[src/rtl/imem_loader_pkg.sv]
// Shared types and frame constants for the program-memory loader.
// Imported by the loader top and its byte packer.
package imem_loader_pkg;

   typedef enum logic [2:0] {
      ST_IDLE,
      ST_LEN_HI,
      ST_LEN_LO,
      ST_DATA,
      ST_CHK,
      ST_DONE,
      ST_ERROR
   } loader_state_t;

   localparam int LEN_BYTES  = 2;
   localparam int WORD_BYTES = 4;
   localparam int CHK_W      = 8;

   function automatic logic is_rx_state(input loader_state_t s);
      return (s == ST_LEN_HI) || (s == ST_LEN_LO) ||
             (s == ST_DATA)   || (s == ST_CHK);
   endfunction

endpackage

[src/rtl/imem_loader_byte_to_word_packer.sv]
// Big-endian byte-to-word assembler; emits a registered one-cycle
// word_valid pulse carrying the word completed by the previous byte.
module byte_to_word_packer
   import imem_loader_pkg::*;
(
   input  logic                    clk,
   input  logic                    rst,
   input  logic [7:0]              byte_i,
   input  logic                    valid_i,
   input  logic                    clear_i,
   output logic [WORD_BYTES*8-1:0] word_o,
   output logic                    word_valid_o,
   output logic                    last_byte_o
);

   localparam int IDX_W  = $clog2(WORD_BYTES);
   localparam int WORD_W = WORD_BYTES * 8;

   logic [IDX_W-1:0]  idx_q, idx_d;
   logic [WORD_W-1:0] asm_q, asm_d;
   logic [WORD_W-1:0] word_q, word_d;
   logic              wv_q, wv_d;

   // High when the next accepted byte completes a word.
   assign last_byte_o  = (idx_q == IDX_W'(WORD_BYTES - 1));
   assign word_o       = word_q;
   assign word_valid_o = wv_q;

   always_comb begin
      idx_d  = idx_q;
      asm_d  = asm_q;
      word_d = word_q;
      wv_d   = 1'b0;
      if (clear_i) begin
         idx_d = '0;
         asm_d = '0;
      end else if (valid_i) begin
         asm_d = {asm_q[WORD_W-9:0], byte_i};
         idx_d = idx_q + IDX_W'(1);
         if (last_byte_o) begin
            word_d = {asm_q[WORD_W-9:0], byte_i};
            wv_d   = 1'b1;
         end
      end
   end

   always_ff @(posedge clk) begin
      if (rst) begin
         idx_q  <= '0;
         asm_q  <= '0;
         word_q <= '0;
         wv_q   <= 1'b0;
      end else begin
         idx_q  <= idx_d;
         asm_q  <= asm_d;
         word_q <= word_d;
         wv_q   <= wv_d;
      end
   end

endmodule

[src/rtl/imem_loader.sv]
// Framed byte-stream loader for program memory; holds the core while
// a load is in progress and reports checksum / length failures.
module imem_loader
   import imem_loader_pkg::*;
#(
   parameter int ADDR_W    = 10,
   parameter int BASE_ADDR = 0
) (
   input  logic              clk,
   input  logic              rst,
   input  logic              start,
   input  logic [7:0]        s_data,
   input  logic              s_valid,
   output logic              s_ready,
   output logic              imem_we,
   output logic [ADDR_W-1:0] imem_addr,
   output logic [31:0]       imem_wdata,
   output logic              cpu_hold,
   output logic              done,
   output logic              error
);

   localparam int          LEN_W   = LEN_BYTES * 8;
   localparam longint      DEPTH   = longint'(1) << ADDR_W;
   localparam logic [31:0] LEN_MAX = 32'(DEPTH - longint'(BASE_ADDR));

   loader_state_t      state_q, state_d;
   logic [CHK_W-1:0]   sum_q, sum_d;
   logic [LEN_W-1:0]   len_q, len_d;
   logic [7:0]         len_hi_q, len_hi_d;
   logic [LEN_W-1:0]   cnt_q, cnt_d;
   logic [ADDR_W-1:0]  addr_q, addr_d;
   logic               ready_q, ready_d;
   logic               hold_q, hold_d;
   logic               done_q, done_d;
   logic               err_q, err_d;

   logic               xfer;
   logic               pk_clear;
   logic               pk_valid;
   logic               pk_last;
   logic               pk_wv;
   logic [31:0]        pk_word;
   logic [CHK_W-1:0]   sum_nxt;
   logic [LEN_W-1:0]   len_full;

   assign xfer     = s_valid && ready_q;
   assign sum_nxt  = sum_q + s_data;
   assign len_full = {len_hi_q, s_data};
   assign pk_valid = xfer && (state_q == ST_DATA);

   byte_to_word_packer u_packer (
      .clk          (clk),
      .rst          (rst),
      .byte_i       (s_data),
      .valid_i      (pk_valid),
      .clear_i      (pk_clear),
      .word_o       (pk_word),
      .word_valid_o (pk_wv),
      .last_byte_o  (pk_last)
   );

   assign s_ready    = ready_q;
   assign imem_we    = pk_wv;
   assign imem_wdata = pk_word;
   assign imem_addr  = addr_q;
   assign cpu_hold   = hold_q;
   assign done       = done_q;
   assign error      = err_q;

   always_comb begin
      state_d  = state_q;
      sum_d    = sum_q;
      len_d    = len_q;
      len_hi_d = len_hi_q;
      cnt_d    = cnt_q;
      addr_d   = addr_q;
      hold_d   = hold_q;
      done_d   = done_q;
      err_d    = err_q;
      pk_clear = 1'b0;

      // The last word is written while already in CHK, so the address
      // stops at BASE_ADDR+N-1.
      if (pk_wv && state_q == ST_DATA)
         addr_d = addr_q + ADDR_W'(1);

      unique case (state_q)
         ST_IDLE, ST_DONE, ST_ERROR: begin
            if (start) begin
               state_d  = ST_LEN_HI;
               hold_d   = 1'b1;
               done_d   = 1'b0;
               err_d    = 1'b0;
               sum_d    = '0;
               cnt_d    = '0;
               addr_d   = ADDR_W'(BASE_ADDR);
               pk_clear = 1'b1;
            end
         end
         ST_LEN_HI: begin
            if (xfer) begin
               len_hi_d = s_data;
               sum_d    = sum_nxt;
               state_d  = ST_LEN_LO;
            end
         end
         ST_LEN_LO: begin
            if (xfer) begin
               len_d = len_full;
               sum_d = sum_nxt;
               if (32'(len_full) > LEN_MAX) begin
                  state_d = ST_ERROR;
                  err_d   = 1'b1;
               end else if (len_full == '0) begin
                  state_d = ST_CHK;
               end else begin
                  state_d = ST_DATA;
               end
            end
         end
         ST_DATA: begin
            if (xfer) begin
               sum_d = sum_nxt;
               if (pk_last) begin
                  cnt_d = cnt_q + LEN_W'(1);
                  if (cnt_q + LEN_W'(1) == len_q)
                     state_d = ST_CHK;
               end
            end
         end
         ST_CHK: begin
            if (xfer) begin
               sum_d = sum_nxt;
               if (sum_nxt == '0) begin
                  state_d = ST_DONE;
                  done_d  = 1'b1;
                  hold_d  = 1'b0;
               end else begin
                  state_d = ST_ERROR;
                  err_d   = 1'b1;
               end
            end
         end
         default: state_d = ST_IDLE;
      endcase

      ready_d = is_rx_state(state_d);
   end

   always_ff @(posedge clk) begin
      if (rst) begin
         state_q  <= ST_IDLE;
         sum_q    <= '0;
         len_q    <= '0;
         len_hi_q <= '0;
         cnt_q    <= '0;
         addr_q   <= ADDR_W'(BASE_ADDR);
         ready_q  <= 1'b0;
         hold_q   <= 1'b0;
         done_q   <= 1'b0;
         err_q    <= 1'b0;
      end else begin
         state_q  <= state_d;
         sum_q    <= sum_d;
         len_q    <= len_d;
         len_hi_q <= len_hi_d;
         cnt_q    <= cnt_d;
         addr_q   <= addr_d;
         ready_q  <= ready_d;
         hold_q   <= hold_d;
         done_q   <= done_d;
         err_q    <= err_d;
      end
   end

endmodule

[config.mk]
export PLATFORM = sky130hd
export DESIGN_NAME = imem_loader
export DESIGN_NICKNAME = d
export VERILOG_FILES = /design/src/rtl/imem_loader_pkg.sv /design/src/rtl/imem_loader_byte_to_word_packer.sv /design/src/rtl/imem_loader.sv
export SDC_FILE = /design/constraint.sdc
export NUM_CORES = 1
export LEC_CHECK = 0
export ABC_AREA = 1
export CORE_MARGIN = 3
export CORE_UTILIZATION = 44
export DETAILED_ROUTE_END_ITERATION = 8
export SYNTH_ARGS = -nofsm -noshare
export SYNTH_HDL_FRONTEND = slang
export SYNTH_HIERARCHICAL = 1
export SYNTH_SLANG_ARGS = --single-unit
[constraint.sdc]
create_clock -name clk -period 4.9 [get_ports clk]
set_input_delay 0.49 -clock clk [delete_from_list [all_inputs] [get_ports clk]]
set_output_delay 0.49 -clock clk [all_outputs]
set_load 0.1 [all_outputs]
# Yosys cells after proc, flatten, opt, wreduce, memory -nomap -nowiden
# Cells that the tools add are included.
# Widths: inputs -> output; s select.
word_totals:
  wordCells: 103
  out_inout_bits: 47
  register_bits: 124
  in_bits: 12
classes:
  magnitude_cmp: 1
  eq_ne: 21
  addsub: 4
  n_reduce_logical: 24
  bitwise: 2
  n_mux: 37
op_table:
  columns: ["cell", "count"]
  rows:
  - ["$mux 16", 3]
  - ["$pmux 16 s2", 1]
  - ["$mux 10", 3]
  - ["$mux 3", 9]
  - ["$add 16x1->16 const B", 1]
  - ["$eq 16x16->1", 1]
  - ["$gt 16x11->1 const B", 1]
  - ["$logic_not 16->1", 1]
  - ["$mux 8", 2]
  - ["$ne 2x2->1 const B", 8]
  - ["$pmux 8 s2", 1]
  - ["$pmux 3 s5", 1]
  - ["$mux 1", 13]
  - ["$eq 3x2->1 const B", 4]
  - ["$eq 3x3->1 const B", 4]
  - ["$add 10x1->10 const B", 1]
  - ["$add 8x8->8", 1]
  - ["$logic_not 8->1", 1]
  - ["$reduce_and 4->1", 2]
  - ["$eq 3x1->1 const B", 2]
  - ["$reduce_and 3->1", 2]
  - ["$reduce_and 6->1", 1]
  - ["$reduce_bool 2->1", 3]
  - ["$reduce_or 3->1", 2]
  - ["14 further kinds", 21]

# Depth between registers and ports, before layout
# Gate-level depths: netlist of the first run.
depth:
  depth_word: 10
  ltp_mapped: 18
  mapped_depth_nobuf: 18

# Hierarchy
# The synthesis of the first run kept the hierarchy.
modules_own_cells:
  columns: ["module", "area_per_inst_um2", "cells_per_inst", "instances"]
  rows:
  - ["imem_loader", 3896.2, 610, 1]
  - ["byte_to_word_packer", 2253.4, 319, 1]

# Worst setup path before layout of the first run
# Ideal clock, no wire load.
synth_timing:
  path_kind: "in2reg"
  from: "input port s_data[0]"
  to: "register ready_q (netlist: s_ready)"
  n_path_buf: 0
  setup_ps: 113
  path_slack_ps: 2494
  t_arrival_ps: 2293
  path_stages: 15
  cell_sequence: "ha_1 -> fa_1 -> or2_2 -> nor2_1 -> nand3_1 -> nor2_1 -> nand2_1 -> nor2_1 -> nand3_1 -> nand2_1 -> inv_1 -> nand4_2 -> nand2_1 -> nand2_1 -> nor2_1"
synth_via:
  elab_chain_len: 9
  elab_cells_between_ends: 17
  classes_between: "add/sub: 1; order compare: 1; eq/ne: 4; mux: 6; reduce/logical: 5"
synth_lines:
  columns: ["item", "line_no", "source"]
  rows:
  - ["start, declared", "imem_loader.sv:12", "input logic [7:0] s_data,"]
  - ["$add 8x8->8 / $logic_not 16->1 (equally long branches)", "imem_loader.sv:48, imem_loader.sv:115", null]
  - ["$logic_not 8->1 / $mux 3 (equally long branches)", "imem_loader.sv:135, imem_loader.sv:115", null]
  - ["$mux 2 / $mux 3 (equally long branches)", "imem_loader.sv:135, imem_loader.sv:112", null]
  - ["$mux 3 (on tied branches)", "imem_loader.sv:133, imem_loader.sv:109", null]
  - ["$pmux 3 s5 *", "imem_loader.sv:88", "unique case (state_q)"]
  - ["$eq 3x1->1 / $eq 3x2->1 (equally long branches)", "imem_loader_pkg.sv:20", "return (s == ST_LEN_HI) || (s == ST_LEN_LO) ||"]
  - ["$logic_or 1x1->1 (2 in a row)", "imem_loader_pkg.sv:20", null]
  - ["$logic_or 1x1->1 *", "imem_loader_pkg.sv:21", "(s == ST_DATA) || (s == ST_CHK);"]
  - ["end signal, assigned", "imem_loader.sv:170", "ready_q <= ready_d;"]
  - ["end, declared", "imem_loader.sv:33", "logic ready_q, ready_d;"]
# Every way passes the cells marked *; elsewhere a longest branch is shown, timed or not.
# A chain may end at the register's enable or synchronous reset.

# Worst setup path in the final report of the first run
# Ends and elaborated chain as after synthesis.

==> results of run 1 <==
## power by group through the flow
| stage | clock (mW) | combinational, mW | sequential (mW) |
|---|---|---|---|
| finish | 1.23 | 0.197 | 1.03 |
| global route | 1.31 | 0.220 | 1.03 |
| CTS | 1.26 | 0.199 | 1.03 |
| detailed placement | 0 | 0.198 | 1.05 |
| global placement | 0 | 0.198 | 1.05 |
| floorplan | 0 | 0.115 | 1.08 |
## how the worst max path moves through the flow
stage                    endpoint  slack (ns)  cells after the start
6_report       s_ready$_SDFF_PP0_        2.08                     16
5_1_grt        s_ready$_SDFF_PP0_        1.77                     16
4_1_cts        s_ready$_SDFF_PP0_        2.04                     16
3_5_place_dp   s_ready$_SDFF_PP0_        1.60                     16
3_3_place_gp   s_ready$_SDFF_PP0_        1.65                     16
2_1_floorplan  s_ready$_SDFF_PP0_        2.49                     15
## routing by layer
layer / global-route usage / routed length (um)
met1: 0.252 / 7090
met2: 0.340 / 7320
met3: 0.0520 / 584
met4: 0.0561 / 155
met5: 0 / 0
## metrics by stage
stage	area [sq um]	utilization	hold WS (ns)	instances	setup slack, ns
global placement	6810	0.506	0.454	1137	1.65
CTS	7390	0.550	0.464	1169	2.04
finish	7390	0.550	0.463	1169	2.08
floorplan	6150	-	0.431	929	2.49
detailed placement	6810	0.506	0.453	1137	1.60
global route	7390	0.550	0.484	1169	1.77
## synth_stat cells
cell,count
sky130_fd_sc_hd__nand3b_1,3
sky130_fd_sc_hd__dfxtp_1,124
sky130_fd_sc_hd__nor2_2,6
sky130_fd_sc_hd__a21oi_2,1
sky130_fd_sc_hd__or2_2,3
sky130_fd_sc_hd__nand3_1,60
sky130_fd_sc_hd__o21ai_1,3
sky130_fd_sc_hd__o21ai_0,37
sky130_fd_sc_hd__buf_2,6
sky130_fd_sc_hd__xnor2_1,6
sky130_fd_sc_hd__o21ai_2,1
sky130_fd_sc_hd__nor2_4,4
sky130_fd_sc_hd__clkbuf_1,14
sky130_fd_sc_hd__nand4_1,6
sky130_fd_sc_hd__nand4_2,2
sky130_fd_sc_hd__xor2_1,2
sky130_fd_sc_hd__nor2_1,146
sky130_fd_sc_hd__nand3_2,1
sky130_fd_sc_hd__buf_4,4
sky130_fd_sc_hd__mux2i_1,1
sky130_fd_sc_hd__nor3b_1,1
sky130_fd_sc_hd__a22oi_1,4
sky130_fd_sc_hd__fa_1,1
sky130_fd_sc_hd__nor3_1,5
sky130_fd_sc_hd__inv_2,3
sky130_fd_sc_hd__a31oi_1,2
sky130_fd_sc_hd__nand2_4,1
sky130_fd_sc_hd__nand2_1,269
sky130_fd_sc_hd__nor3_4,1
sky130_fd_sc_hd__a21oi_1,75
sky130_fd_sc_hd__ha_1,10
sky130_fd_sc_hd__a41oi_1,1
sky130_fd_sc_hd__xnor3_1,2
sky130_fd_sc_hd__clkbuf_2,1
sky130_fd_sc_hd__inv_1,112
sky130_fd_sc_hd__nand2_2,7
sky130_fd_sc_hd__buf_6,4
## state kept, by name, indices dropped and copies added, names as in the netlist, 2 cells and up
signal           count
len_hi_q             8
u_packer/idx_q       2
sum_q                8
imem_addr           10
state_q              3
u_packer/asm_q      24
cnt_q               16
len_q               16
u_packer/word_o     32
## area by class of cell
class                      instances  area, sq um
clock buffer                      22          464
clock inverter                    10          116
fill                            1408         6060
inverter                         115          432
multi-input combinational        661         3080
sequential                       124         2480
tap                              176          220
timing repair buffer              61          603
## kinds of logic (layout without fill, tap and decap cells)
logic type | after synthesis | after routing | synth area share
AND/OR/NAND/NOR | 515 | 515 | 0.351
buffers and inverters | 144 | 208 | 0.0966
AO/OA/AOI/OAI | 124 | 124 | 0.105
flip-flops | 124 | 124 | 0.404
adder cells (fa/ha/maj) | 11 | 11 | 0.0236
XOR/XNOR | 10 | 10 | 0.0187
multiplexers | 1 | 1 | 0.00163
## worst reg2reg max path: stages, from the launching register on
cell                      delay, ns
sky130_fd_sc_hd__dfxtp_1       0.47
sky130_fd_sc_hd__inv_1         0.09
sky130_fd_sc_hd__nor3_1        0.26
sky130_fd_sc_hd__inv_1         0.11
sky130_fd_sc_hd__nor2_1        0.27
sky130_fd_sc_hd__inv_1         0.44
sky130_fd_sc_hd__o21ai_0       0.32
sky130_fd_sc_hd__inv_1         0.06
sky130_fd_sc_hd__nand2_1       0.06
sky130_fd_sc_hd__inv_1         0.05
sky130_fd_sc_hd__nand4_2       0.09
sky130_fd_sc_hd__nand2_1       0.06
sky130_fd_sc_hd__nand2_1       0.05
sky130_fd_sc_hd__nor2_1        0.04
==> summary.md, run 1 <==
| Metric | Value |
|---|---|
| Actual transition at the worst max-transition pin | about 1 ns |
| Initial antenna violation count | 0 |
| Yosys cell types | 37 |
| Area of the core region | 13500 sq um |
| Seq pwr share | 0.419 |
| Switching fraction of total power | 0.249 |
| Maximum clock insertion buffer count | 2 |
| Worst flop-to-flop path startpoint | state_q[1]$_SDFF_PP0_ |
| Post-synthesis instance area | 6150 sq um |
| Setup TNS after final layout | 0 ns |
| Detailed Route Iter0 Violations | 350 |
| Global route total overflow | 0 |
| P_int | about 1.8 mW |
| Biggest cell delay along the critical path | 0.59 ns |
| Detailed-route vias per instance | 4.79 |
| Global-route wire length before repair | approximately 26 mm |
| Placer's final routability congestion estimate | 0.835 |
| Top fanout value on the critical path | 6 |
| Worst Reg2Reg Path Length in Cells | 13 |
| Area fraction of the dominant cell type after synthesis | 0.404 |
| Crit start category | input port |
| Setup clock skew after layout | around 0.0046 ns |
| Relative contribution of the clock network to total power | 0.501 |
| Most common library cell in the layout ignoring fill and taps | sky130_fd_sc_hd__nand2_1 |
| Static power due to leakage | 3.17 nW |
| Critical path capture point type | register |
| Max-cap violations | 0 |
| Clock tree from TritonCTS | done |
| H-tree lvl count | 4 |
| # setup viols final | 0 |
| Power density over the cells | 333 nW/um^2 |
| Hold-critical path depth | 2 |
| Worst Path Buf+Inv | 2 |
| Tightest Hold Check Type | reg2reg |
| Worst setup path startpoint | s_data[0] |
| CTS Sinks | about 120 |
| Largest net degree at the start of global routing | 66 |
| Synthesized netlist cell count | 929 |
| Via count | 5605 |
| Number of gates resized after CTS | 0 |
| Cell row count | 42 |
| Biggest area consumer among synthesized cells | sky130_fd_sc_hd__dfxtp_1 |
| Synthesized area divided by synthesized cell count | 6.62 sq um |
| Sequential share of the synthesized area | 0.404 |
| Horizontal extent of the die | approximately 120 um |
| Sequence of cells on the critical path | clkdlybuf4s50_1 -> ha_1 -> fa_1 -> or2_2 -> nor2_1 -> nand3_1 -> nor2_1 -> nand2_1 -> nor2_1 -> nand3_1 -> nand2_1 -> inv_1 -> nand4_2 -> nand2_1 -> nand2_1 -> nor2_1 |
| Port bufs | 58 |
| Max-slew violation total from the final report | 0 |
| Cell type group with the largest total delay on the critical path | simple AND/OR/NAND/NOR gates |
| Die area | 15400 sq um |
| Final Power | around 2.5 mW |
| Slack of the worst reg-to-reg path | 2.42 ns |
| Fraction of layout instances using a drive strength above 1 | 0.0634 |
| Largest vdd supply drop | 0.000196 V |
| Leading post-synthesis cells by cell area | sky130_fd_sc_hd__dfxtp_1 40%, sky130_fd_sc_hd__nand2_1 16%, sky130_fd_sc_hd__nor2_1 8.9% |
| Total clock buffers created by CTS | 17 |
| Proportion of power drawn by combinational gates | 0.080 |
| Total Wirelength | ~15 mm |
| Run status | finished, final reports clean |
| Clock transition at the registers of the reported paths | 0.06 ns |
| Wire length per cell | 13.0 um |
| Crit path required time | 5.21 ns |
| Synth Net Count | approximately 950 |
| Critical Setup Path Class | in2reg |
| Count of hold-fix buffers inserted at cts | 0 |
| Highest-delay cell along the critical path | sky130_fd_sc_hd__clkdlybuf4s50_1 |
| Antenna cells | 0 |
| Starting utilization of the core area | 0.457 |
| Capture endpoint of the worst hold path | u_packer/asm_q[23]$_SDFFE_PP0P_ |
| Signal arrival time at the worst endpoint | 3.13 ns |
| Highest-count cells in the layout ignoring fill and taps | 269 x sky130_fd_sc_hd__nand2_1, 145 x sky130_fd_sc_hd__nor2_1, 124 x sky130_fd_sc_hd__dfxtp_1, 112 x sky130_fd_sc_hd__inv_1, 75 x sky130_fd_sc_hd__a21oi_1 |
| Count of warnings emitted by yosys | 6 |
| Ports placed on the boundary | a little under 60 |
| NetSw | 615 uW |
| Die height | 124 um |
| Synthesis-to-layout area growth | 20.2% |
| Final period utilization | 0.575 |
| Min cycle time layout | 2.82 ns |
| Final routed DRC violation total | 0 |
| RR Endpoint | s_ready$_SDFF_PP0_ |
| Insertion delay to the later sink of the worst-skew pair | between 0.4 and 0.5 ns |
| Clock root buffer | sky130_fd_sc_hd__clkbuf_16 |
| Unrepaired setup endpoints after global routing | no |
| Nets | between 1000 and 1500 |
| Post-CTS setup-driven buffer insertion count | 0 |
| Detailed-router iteration count before antenna repair | 5 |
| F_max | 355 MHz |
| Antenna-violating nets left | 0 |
| Number of hold violations in the final report | 0 |
| HPWL after DPL | 10.4 mm |
| Origin of the worst min-delay path | u_packer/asm_q[23]$_SDFFE_PP0P_ |
| Via count of the first global-routing pass | 5306 |
| Worst rel slew slack | 0.317 |
| Seq cells post-synth | around 120 |
| Overall global routing resource usage | 0.201 |
Power figures use the tool's default switching activity.
==> run 2: changes to the inputs <==
clock period = 2.7 ns   (was 4.9 ns; I/O delays follow)
==> summary.md, run 2 (synthesis gave the netlist of run 1 again) <==
| Metric | Value |
|---|---|
| Setup TNS after final layout | 0 ns |
| Final routed DRC violation total | 0 |
| Crit path capture | s_ready$_SDFF_PP0_ |
| Antenna cells | 0 |
| Global route total overflow | 0 |
| Combined flip-flop and latch cell area | 2480 sq um |
| Max-slew violation total from the final report | 0 |
| Worst Reg2Reg Path Length in Cells | 15 |
| Number of inserted filler cells in the final layout | 1367 |
| Worst setup path startpoint | s_data[0] |
| Cell row count | 42 |
| Footprint of the multi-input gates | about 3000 sq um |
| Final std cells w/o fill | between 1000 and 1500 |
| Switching fraction of total power | 0.242 |
| Overall global routing resource usage | 0.195 |
| Die area | between 15000 and 20000 sq um |
| RR Endpoint | s_ready$_SDFF_PP0_ |
| Fraction of layout instances using a drive strength above 1 | 0.130 |
| Static power due to leakage | 3.39 nW |
| Detailed Route Iter0 Violations | 273 |
| Slack of the worst reg-to-reg path | around 0.24 ns |
| Largest net degree at the start of global routing | 66 |
| Proportion of power drawn by combinational gates | 0.082 |
| Die height | 124 um |
| Worst rel slew slack | 0.508 |
| Detailed-router iteration count before antenna repair | 5 |
| Insertion delay to the later sink of the worst-skew pair | 0.41 ns |
| H-tree lvl count | 4 |
| Horizontal extent of the die | 124 um |
| Final Power | between 4 and 5 mW |
| Initial antenna violation count | 0 |
| Area of the core region | approximately 13000 sq um |
| Number of hold violations in the final report | 0 |
| Max-cap violations | 0 |
| Power density over the cells | 607 nW/um^2 |
| Crit path required time | around 3.0 ns |
| Final worst hold slack | between 0.4 and 0.5 ns |
| Signal arrival time at the worst endpoint | 2.78 ns |
| CTS Sinks | 124 |
| Top fanout value on the critical path | 2 |
| Largest register FFs | 32 |
| Seq pwr share | 0.414 |
| Clock transition at the registers of the reported paths | 0.05 ns |
| Synthesis-to-layout area growth | 21.4% |
| Total Wirelength | ~15 mm |
| HPWL after DPL | ~11 mm |
| # setup viols final | 0 |
| Min cycle time layout | approximately 2.5 ns |
| Clock tree from TritonCTS | done |
| Detailed-route vias per instance | approximately 4.8 |
| Global-route wire length before repair | 24.8 mm |
| Nets | 1023 |
| Largest vdd supply drop | 0.000442 V |
| Number of placed cells counting well taps | between 1000 and 1500 |
| Port bufs | 58 |
| Worst flop-to-flop path startpoint | sum_q[0]$_SDFFE_PP0P_ |
| Relative contribution of the clock network to total power | 0.504 |
| Run status | finished, final reports clean |
| F_max | 404 MHz |
| Unrepaired setup endpoints after global routing | no |
| Antenna-violating nets left | 0 |
| Tightest Hold Check Type | reg2reg |
| Highest-count cells in the layout ignoring fill and taps | 269 x sky130_fd_sc_hd__nand2_1, 144 x sky130_fd_sc_hd__nor2_1, 124 x sky130_fd_sc_hd__dfxtp_1, 112 x sky130_fd_sc_hd__inv_1, 75 x sky130_fd_sc_hd__a21oi_1 |
| Via count | 5745 |
| Via count of the first global-routing pass | ~5100 |
| Post-CTS setup-driven buffer insertion count | 0 |
| Ports placed on the boundary | 59 |
| Total clock buffers created by CTS | 17 |
| Maximum clock insertion buffer count | 2 |
| Wire length per cell | between 10 and 15 um |
| Crit start category | input port |
| NetSw | 1.10 mW |
| Critical path capture point type | register |
| Starting utilization of the core area | 0.457 |
| Most common library cell in the layout ignoring fill and taps | sky130_fd_sc_hd__nand2_1 |
| Critical Setup Path Class | in2reg |
| Actual transition at the worst max-transition pin | 0.737 ns |
| Count of hold-fix buffers inserted at cts | 0 |
| P_int | 3.43 mW |
| Setup clock skew after layout | 0.00387 ns |
| Placer's final routability congestion estimate | 0.847 |
| Final period utilization | 0.916 |
| Clock root buffer | sky130_fd_sc_hd__clkbuf_16 |
## run 2: cell count changes in the layout (fill, tap and decap cells not counted), sizes merged
cell and delta:
buf +67, clkdlybuf4s50 -47, clkinv +3, clkbuf -2
clkinvlp -2, bufinv +1
## run 2: critical path, stage by stage
cell and delay (ns):
sky130_fd_sc_hd__clkdlybuf4s50_1 0.43, sky130_fd_sc_hd__ha_1 0.24, sky130_fd_sc_hd__fa_1 0.45, sky130_fd_sc_hd__or2_2 0.31, sky130_fd_sc_hd__nor2_2 0.13, sky130_fd_sc_hd__nand3_1 0.08
sky130_fd_sc_hd__nor2_1 0.09, sky130_fd_sc_hd__nand2_1 0.06, sky130_fd_sc_hd__nor2_1 0.23, sky130_fd_sc_hd__nand3_1 0.13, sky130_fd_sc_hd__nand2_1 0.08, sky130_fd_sc_hd__inv_1 0.05
sky130_fd_sc_hd__nand4_2 0.09, sky130_fd_sc_hd__nand2_1 0.05, sky130_fd_sc_hd__nand2_1 0.05, sky130_fd_sc_hd__nor2_1 0.03
## run 2: final cells by class
type | instances | share of cell area
Multi-Input combinational cell | 661 | 0.412
Sequential cell | 124 | 0.332
Timing Repair Buffer | 81 | 0.0885
Clock buffer | 20 | 0.0598
Inverter | 115 | 0.0578
Tap cell | 176 | 0.0295
Clock inverter | 12 | 0.0196
## run 2: layer usage
layer  up-vias  part of all wire  track usage
met4         0             0.019       0.0754
met2       103              0.46        0.316
li1       3065                 -            -
met1      2554              0.48        0.252
met3        23             0.038       0.0434
met5         -                 0            0
## run 2: repair_timing
item | CTS | global route
endpoints found under the hold margin | 0 | 0
resized for setup | 0 | 1
endpoints found under the setup margin | 0 | 1
## run 2: worst min path at each step
stage | end | depth (start not counted) | from
after floorplan | u_packer/word_valid_o$_SDFF_PP0_ | 1 | rst
after global routing | u_packer/asm_q[19]$_SDFFE_PP0P_ | 2 | u_packer/asm_q[19]$_SDFFE_PP0P_
after global placement | u_packer/asm_q[20]$_SDFFE_PP0P_ | 2 | u_packer/asm_q[20]$_SDFFE_PP0P_
final | u_packer/asm_q[19]$_SDFFE_PP0P_ | 2 | u_packer/asm_q[19]$_SDFFE_PP0P_
after CTS | u_packer/asm_q[23]$_SDFFE_PP0P_ | 2 | u_packer/asm_q[23]$_SDFFE_PP0P_
after detailed placement | u_packer/asm_q[19]$_SDFFE_PP0P_ | 2 | u_packer/asm_q[19]$_SDFFE_PP0P_
## run 2: power groups by stage
stage	combinational, mW	sequential, mW	clock (mW)
after floorplan	0.210	1.95	0
after global placement	0.372	1.91	0
after detailed placement	0.372	1.91	0
after CTS	0.375	1.87	2.33
after global routing	0.415	1.88	2.40
final	0.373	1.88	2.28
## run 2: metrics by stage
stage	setup slack [ns]	cell area, sq um	util
floorplan	0.398	6150	-
global placement	-0.233	6870	0.511
detailed placement	-0.217	6870	0.511
CTS	0.212	7460	0.555
global route	0.0318	7470	0.555
finish	0.228	7470	0.555
